File: src/rtl/audio_pkg.sv
// Shared constants and helpers for the note player: clock defaults, I2S counter
// layout and the square-wave sample formatter.
package audio_pkg;

    localparam int unsigned CLK_FREQ   = 100_000_000;
    localparam int unsigned SIL_THRESH = 20_000;
    localparam logic [15:0] AMP_STEP   = 16'h0800;
    localparam int          ACC_W      = 27;

    localparam int CNT_W     = 9;
    localparam int MCLK_BIT  = 1;
    localparam int SCK_BIT   = 3;
    localparam int SLOT_LSB  = 4;
    localparam int SLOT_MSB  = 7;
    localparam int LRCK_BIT  = 8;

    typedef enum logic {
        CH_LEFT  = 1'b0,
        CH_RIGHT = 1'b1
    } chan_e;

    function automatic int unsigned half_clk(input int unsigned freq);
        return freq / 2;
    endfunction

    localparam int unsigned HALF_CLK = half_clk(CLK_FREQ);

    // Square bit selects +amplitude or its two's complement; muted channels emit zero.
    function automatic logic [15:0] channel_sample(input logic sq, input logic [2:0] vol,
                                                   input logic mute);
        logic [15:0] amp;
        amp = 16'(vol) * AMP_STEP;
        if (mute || (vol == 3'd0))
            return 16'h0000;
        return sq ? amp : (~amp + 16'd1);
    endfunction

endpackage

File: src/rtl/tone_square_gen.sv
// One channel's phase accumulator: toggles a square bit every half period of
// the requested tone, held at zero while silent or paused.
module tone_square_gen
    import audio_pkg::*;
#(
    parameter int unsigned HALF_CNT  = HALF_CLK,
    parameter int unsigned SIL_LIMIT = audio_pkg::SIL_THRESH
) (
    input  logic        clk,
    input  logic        rst_n,
    input  logic        play,
    input  logic [31:0] tone,
    output logic        sq,
    output logic        silent
);

    localparam logic [32:0] HALF_W = 33'(HALF_CNT);

    logic [ACC_W-1:0] acc;
    logic [32:0]      sum;

    assign silent = (tone == 32'd0) || (tone >= 32'(SIL_LIMIT));
    assign sum    = {{(33-ACC_W){1'b0}}, acc} + {1'b0, tone};

    // Phase is never cleared on a tone change, only on silence or pause.
    always_ff @(posedge clk or negedge rst_n) begin
        if (!rst_n) begin
            acc <= '0;
            sq  <= 1'b0;
        end else if (silent || !play) begin
            acc <= '0;
            sq  <= 1'b0;
        end else if (sum >= HALF_W) begin
            acc <= ACC_W'(sum - HALF_W);
            sq  <= ~sq;
        end else begin
            acc <= ACC_W'(sum);
        end
    end

endmodule

File: src/rtl/note_player_i2s.sv
// Beat sequencer plus two-channel square-wave synthesizer streamed out over I2S
// as 16-bit MSB-first words with the standard one-bit delay.
module note_player_i2s
    import audio_pkg::*;
#(
    parameter int unsigned CLK_FREQ   = audio_pkg::CLK_FREQ,
    parameter int unsigned BEAT_FREQ  = 8,
    parameter int unsigned SONG_LEN   = 128,
    parameter int unsigned SIL_THRESH = audio_pkg::SIL_THRESH
) (
    input  logic        clk,
    input  logic        rst_n,
    input  logic        play,
    input  logic [2:0]  vol,
    input  logic [31:0] tone_l,
    input  logic [31:0] tone_r,
    output logic [11:0] beat_num,
    output logic        audio_mclk,
    output logic        audio_lrck,
    output logic        audio_sck,
    output logic        audio_sdin
);

    localparam int unsigned      BEAT_DIV  = CLK_FREQ / BEAT_FREQ;
    localparam logic [31:0]      DIV_LAST  = 32'(BEAT_DIV - 1);
    localparam logic [11:0]      BEAT_LAST = 12'(SONG_LEN - 1);
    localparam int unsigned      HALF_CNT  = half_clk(CLK_FREQ);
    localparam logic [CNT_W-1:0] CNT_ONE   = 1;

    logic [31:0]      beat_div;
    logic             sq_l, sq_r, sil_l, sil_r;
    logic [15:0]      sample_l, sample_r;
    logic [15:0]      frame_l, frame_r;
    logic [CNT_W-1:0] cnt, cnt_nxt;
    logic [3:0]       slot;
    logic [3:0]       bit_idx;
    chan_e            half;
    logic [15:0]      word_cur, word_prev;
    logic             next_bit;

    // Divider freezes while paused so resuming finishes the interrupted beat.
    always_ff @(posedge clk or negedge rst_n) begin
        if (!rst_n) begin
            beat_div <= '0;
            beat_num <= '0;
        end else if (play) begin
            if (beat_div == DIV_LAST) begin
                beat_div <= '0;
                beat_num <= (beat_num == BEAT_LAST) ? 12'd0 : beat_num + 12'd1;
            end else begin
                beat_div <= beat_div + 32'd1;
            end
        end
    end

    tone_square_gen #(
        .HALF_CNT  (HALF_CNT),
        .SIL_LIMIT (SIL_THRESH)
    ) u_tone_l (
        .clk    (clk),
        .rst_n  (rst_n),
        .play   (play),
        .tone   (tone_l),
        .sq     (sq_l),
        .silent (sil_l)
    );

    tone_square_gen #(
        .HALF_CNT  (HALF_CNT),
        .SIL_LIMIT (SIL_THRESH)
    ) u_tone_r (
        .clk    (clk),
        .rst_n  (rst_n),
        .play   (play),
        .tone   (tone_r),
        .sq     (sq_r),
        .silent (sil_r)
    );

    assign sample_l = channel_sample(sq_l, vol, sil_l || !play);
    assign sample_r = channel_sample(sq_r, vol, sil_r || !play);

    always_ff @(posedge clk or negedge rst_n) begin
        if (!rst_n) begin
            cnt     <= '0;
            frame_l <= '0;
            frame_r <= '0;
        end else begin
            cnt <= cnt_nxt;
            if (cnt == '0) begin
                frame_l <= sample_l;
                frame_r <= sample_r;
            end
        end
    end

    assign cnt_nxt    = cnt + CNT_ONE;
    assign audio_mclk = cnt[MCLK_BIT];
    assign audio_sck  = cnt[SCK_BIT];
    assign audio_lrck = cnt[LRCK_BIT];

    // The bit is chosen for the slot about to start, since sdin loads one clk early.
    always_comb begin
        slot      = cnt_nxt[SLOT_MSB:SLOT_LSB];
        half      = chan_e'(cnt_nxt[LRCK_BIT]);
        word_cur  = (half == CH_RIGHT) ? frame_r : frame_l;
        word_prev = (half == CH_RIGHT) ? frame_l : frame_r;
        bit_idx   = 4'(5'd16 - {1'b0, slot});
        next_bit  = 1'b0;
        if (slot == 4'd0)
            next_bit = word_prev[0];
        else
            next_bit = word_cur[bit_idx];
    end

    always_ff @(posedge clk or negedge rst_n) begin
        if (!rst_n)
            audio_sdin <= 1'b0;
        else if (cnt[SLOT_LSB-1:0] == '1)
            audio_sdin <= next_bit;
    end

endmodule

File: config.mk
export PLATFORM = sky130hd
export DESIGN_NAME = note_player_i2s
export DESIGN_NICKNAME = d
export VERILOG_FILES = /design/src/rtl/audio_pkg.sv /design/src/rtl/tone_square_gen.sv /design/src/rtl/note_player_i2s.sv
export SDC_FILE = /design/constraint.sdc
export NUM_CORES = 1
export LEC_CHECK = 0
export ABC_AREA = 1
export CELL_PAD_IN_SITES_DETAIL_PLACEMENT = 0
export CELL_PAD_IN_SITES_GLOBAL_PLACEMENT = 1
export CORE_MARGIN = 2
export CORE_UTILIZATION = 24
export CTS_CLUSTER_SIZE = 30
export DETAILED_ROUTE_END_ITERATION = 8
export GPL_ROUTABILITY_DRIVEN = 0
export PLACE_DENSITY_LB_ADDON = 0.05
export SYNTH_ARGS = -nofsm -noshare
export SYNTH_HDL_FRONTEND = slang
export SYNTH_SLANG_ARGS = --single-unit
File: constraint.sdc
create_clock -name clk -period 2.98 [get_ports clk]
set_input_delay 0.298 -clock clk [delete_from_list [all_inputs] [get_ports clk]]
set_output_delay 0.298 -clock clk [all_outputs]
set_load 0.01 [all_outputs]
==> impl_metrics.json <==
{
  "outcome": "complete, no violations",
  "hpwl_mm": 38.4,
  "cts_buffer_depth": 2,
  "detail_route.vias_per_cell": 4.33,
  "chipWidth_um": 227,
  "drc_markers": 0,
  "crit_path_start_kind": "flip-flop",
  "irDropWorstVdd_mv": 0.354,
  "htree_levels": 4,
  "synth.net_count": 2139,
  "routed-via-count": 13685,
  "utilization": 0.381,
  "synth.ff_latch_count": 120,
  "average_routed_wire_per_standard_cell_um": 14.6,
  "fmaxAchievable_mhz": 345,
  "hold_class": "input pin to async pin",
  "maximum_number_of_pins_on_one_net_before_global_route_repair": 61,
  "die-area_mm2": 0.0516,
  "start_util": 0.244,
  "floorplan.rows": 81,
  "fill_cells": 5465,
  "drt_first_pass_iters": 5,
  "cts.reportedPaths.clkPinSlew_ns": 0.06,
  "cts_made_buffers": 17,
  "post_detailed_routing_wire_length_mm": 46.3,
  "slowest_delay_ns": 0.44,
  "first_iter_violations": 709,
  "async_reset_ff_frac": 1.00,
  "cp_num_cells": 21,
  "syn-mean-instance-area_um2": 5.96,
  "grt_pass1_vias": 13075,
  "area_growth_syn_to_layout_pct": 56.4,
  "area_of_combinational_cells_with_multiple_inputs_mm2": 0.00905,
  "max_slew.worst_pin.slew_ns": 0.531,
  "cts_tree": "yes",
  "critical_path_required_ns": 3.31,
  "total_power_mw": 5.02,
  "critPathArrivalTime_ns": 3.23,
  "power_per_cell_area_mw_per_mm2": 268,
  "synth.top_cells.by_area": "dfrtp_1 25%, nand2_1 21%, inv_1 11%",
  "finalHoldViolCount": 0,
  "numnets_final": 2623,
  "yosysWarnings": 0,
  "r2r_cells": 21,
  "io_buffer_count": 85,
  "setup.worst_path.class": "flip-flop to flip-flop",
  "maxSlewHeadroom": 0.644,
  "cts.root.buffer_cell": "clkbuf_16",
  "critPathTopFamily": "simple AND/OR/NAND/NOR gates",
  "critical_path.slowest_cell": "dfrtp_1",
  "grt_usage": 0.180,
  "die_h_um": 227,
  "fraction_of_final_layout_cells_sized_beyond_drive_strength_1": 0.311,
  "power_leakage_nw": 9.64,
  "cts.sinks": 120,
  "post-route-min-period_ns": 2.89,
  "cp_cell_sequence": "ha_4 -> nand2_1 -> nor2_2 -> inv_1 -> buf_4 -> nor2_2 -> nand2_2 -> nand2_1 -> nand2_1 -> nand2_2 -> buf_4 -> nand3_1 -> nand2_1 -> inv_2 -> nand2_2 -> nand3_4 -> nand2_8 -> buf_4 -> nand3_1 -> nand2_1 -> nor2_1",
  "yosysTopAreaCell": "dfrtp_1",
  "worstPathMaxFanout": 6,
  "yosys.cell_types.count": 50,
  "number_of_synthesized_flops_with_an_enable_pin": 0,
  "syn-cell-area_mm2": 0.0119,
  "pre_cts_ws_ns": -0.662,
  "cap_viol_max_count": 0,
  "number_of_antenna_diodes": 0,
  "clock_skew_ns": 0.00753,
  "sequential_element_share_of_the_synthesized_area": 0.251,
  "critPathMostFrequentCell": "nand2_1",
  "grt_antenna_before_repair": 0,
  "synth_ff_type": "dfrtp_1",
  "core-area_mm2": 0.0491,
  "min_period_over_period": 0.971,
  "finalMaxSlewViolations": 0,
  "worst_path_setup_slack_after_routing_ns": 0.0854,
  "wire_length_of_the_first_global_routing_pass_mm": 71.3,
  "overflow": 0,
  "rsz0062_at_grt": "true",
  "synthCells": 2004,
  "clock_network_latency_to_the_later_pin_of_the_worst_skew_pair_ns": 0.44,
  "synth_top_cell_area_share": 0.251,
  "seqCellArea_mm2": 0.00300,
  "drtAntennaViolNets": 0,
  "final-setup-viol-count": 0,
  "setup.worst_path.end_class": "flip-flop",
  "crit_buf_inv": 5,
  "ioPinCount": 86,
  "timing.hold.ws_ns": 0.298
}
==> state kept, by name, indices dropped and copies added, names as in the netlist <==
signal        count
frame_r           5
u_tone_l.acc     27
beat_num         12
beat_div         32
u_tone_r.acc     27
frame_l           5
u_tone_r.sq       1
audio_sdin        1
cnt               9
u_tone_l.sq       1
==> logic make-up after synthesis <==
kind of cell,after synthesis,share of synthesized area
flops,120,0.251
buf+inv,365,0.120
compound gates,163,0.0758
simple gates,1248,0.452
fa+ha+maj,65,0.0693
xor+xnor,43,0.0321
==> final cells by class <==
cell class	instances	area share
multi-input combinational	1521	0.484
timing repair buffer	474	0.208
sequential	120	0.161
inverter	354	0.0717
tap	664	0.0445
clock buffer	22	0.0254
clock inverter	8	0.00522
==> synthesized netlist by cell type, types with 5 or more instances <==
cell type and instances:
nand2_1 671, inv_1 344, nor2_1 222, nand3_1 162, dfrtp_1 120, a21oi_1 90, ha_1 63, nor3_1 44
nand2_2 36, o21ai_0 33, nand4_1 32, xor2_1 30, nor2_2 23, nor4_1 22, nand3b_1 13, xnor2_1 12
nand3_2 7, inv_2 6, a21boi_0 5, o21ai_1 5, o22ai_1 5
==> metrics by stage <==
step	instances	setup TNS, ns	cell area, um^2
floorplan	2004	0	11900
global placement	3099	-23.47	16200
detailed placement	3099	-23.92	16200
CTS	3131	0	17100
global route	3163	-2.10	18700
finish	3163	0	18700
==> cells in the final DEF, fill, tap and decap left out, types with 17 or more instances in the layout <==
cell type and instances:
nor2_2 45, a21oi_2 34, ha_4 42, o21ai_0 29
nand3_2 20, buf_4 375, inv_1 329, ha_1 17
a21oi_1 53, nand2_1 574, nand3_1 139, nor3_1 40
nor2_1 178, nor4_1 22, nand4_1 32, clkbuf_16 19
dfrtp_1 120, nand2_2 117, xor2_1 29, nand2_4 18
nor2_4 25, inv_2 18, clkdlybuf4s50_1 82
==> worst register-to-register path: cells and delay by family, from the launching register on <==
family | cells | cell delay (ns)
buf+inv | 5 | 0.58
simple gates | 15 | 1.44
flops | 1 | 0.44
fa+ha+maj | 1 | 0.31
==> per-layer routing <==
metal  global-route usage  wire length (um)  vias to the layer above
met1                0.252             23500                     6254
li1                     -                 -                     7284
met2                0.297             21500                      124
met4               0.0314               417                        0
met3               0.0237               914                       23
met5                    0                 0                        -
==> where the power goes <==
| group | internal, mW | leakage, nW | total [mW] | switching [mW] |
|---|---|---|---|---|
| combinational | 0.544 | 7.79 | 1.17 | 0.628 |
| sequential | 1.70 | 1.57 | 1.77 | 0.0692 |
| clock | 1.28 | 0.274 | 2.08 | 0.795 |
| total | 3.53 | 9.64 | 5.02 | 1.49 |
==> timing repair <==
item / CTS / global route
endpoints found under the setup margin: 42 / 42
endpoints found under the hold margin: 25 / 0
hold buffers: 1 / 0
setup buffers: 0 / 28
gates resized for setup: 61 / 299
cloned: 1 / 4
pin swaps: 8 / 74
==> worst paths after layout <==
path	from	slack, ns	to
min in group clk	tone_l[0]	0.31	u_tone_l.acc[0]$_DFF_PN0_
min	rst_n	0.30	cnt[2]$_DFF_PN0_
min reg2reg	beat_div[23]$_DFFE_PN0P_	0.45	beat_div[23]$_DFFE_PN0P_
max reg2reg	u_tone_l.acc[12]$_DFF_PN0_	0.09	u_tone_l.acc[19]$_DFF_PN0_
max in group asynchronous	rst_n	1.87	beat_div[22]$_DFFE_PN0P_
max	u_tone_l.acc[12]$_DFF_PN0_	0.09	u_tone_l.acc[19]$_DFF_PN0_
Note: power is estimated with default switching activity, not from simulation.
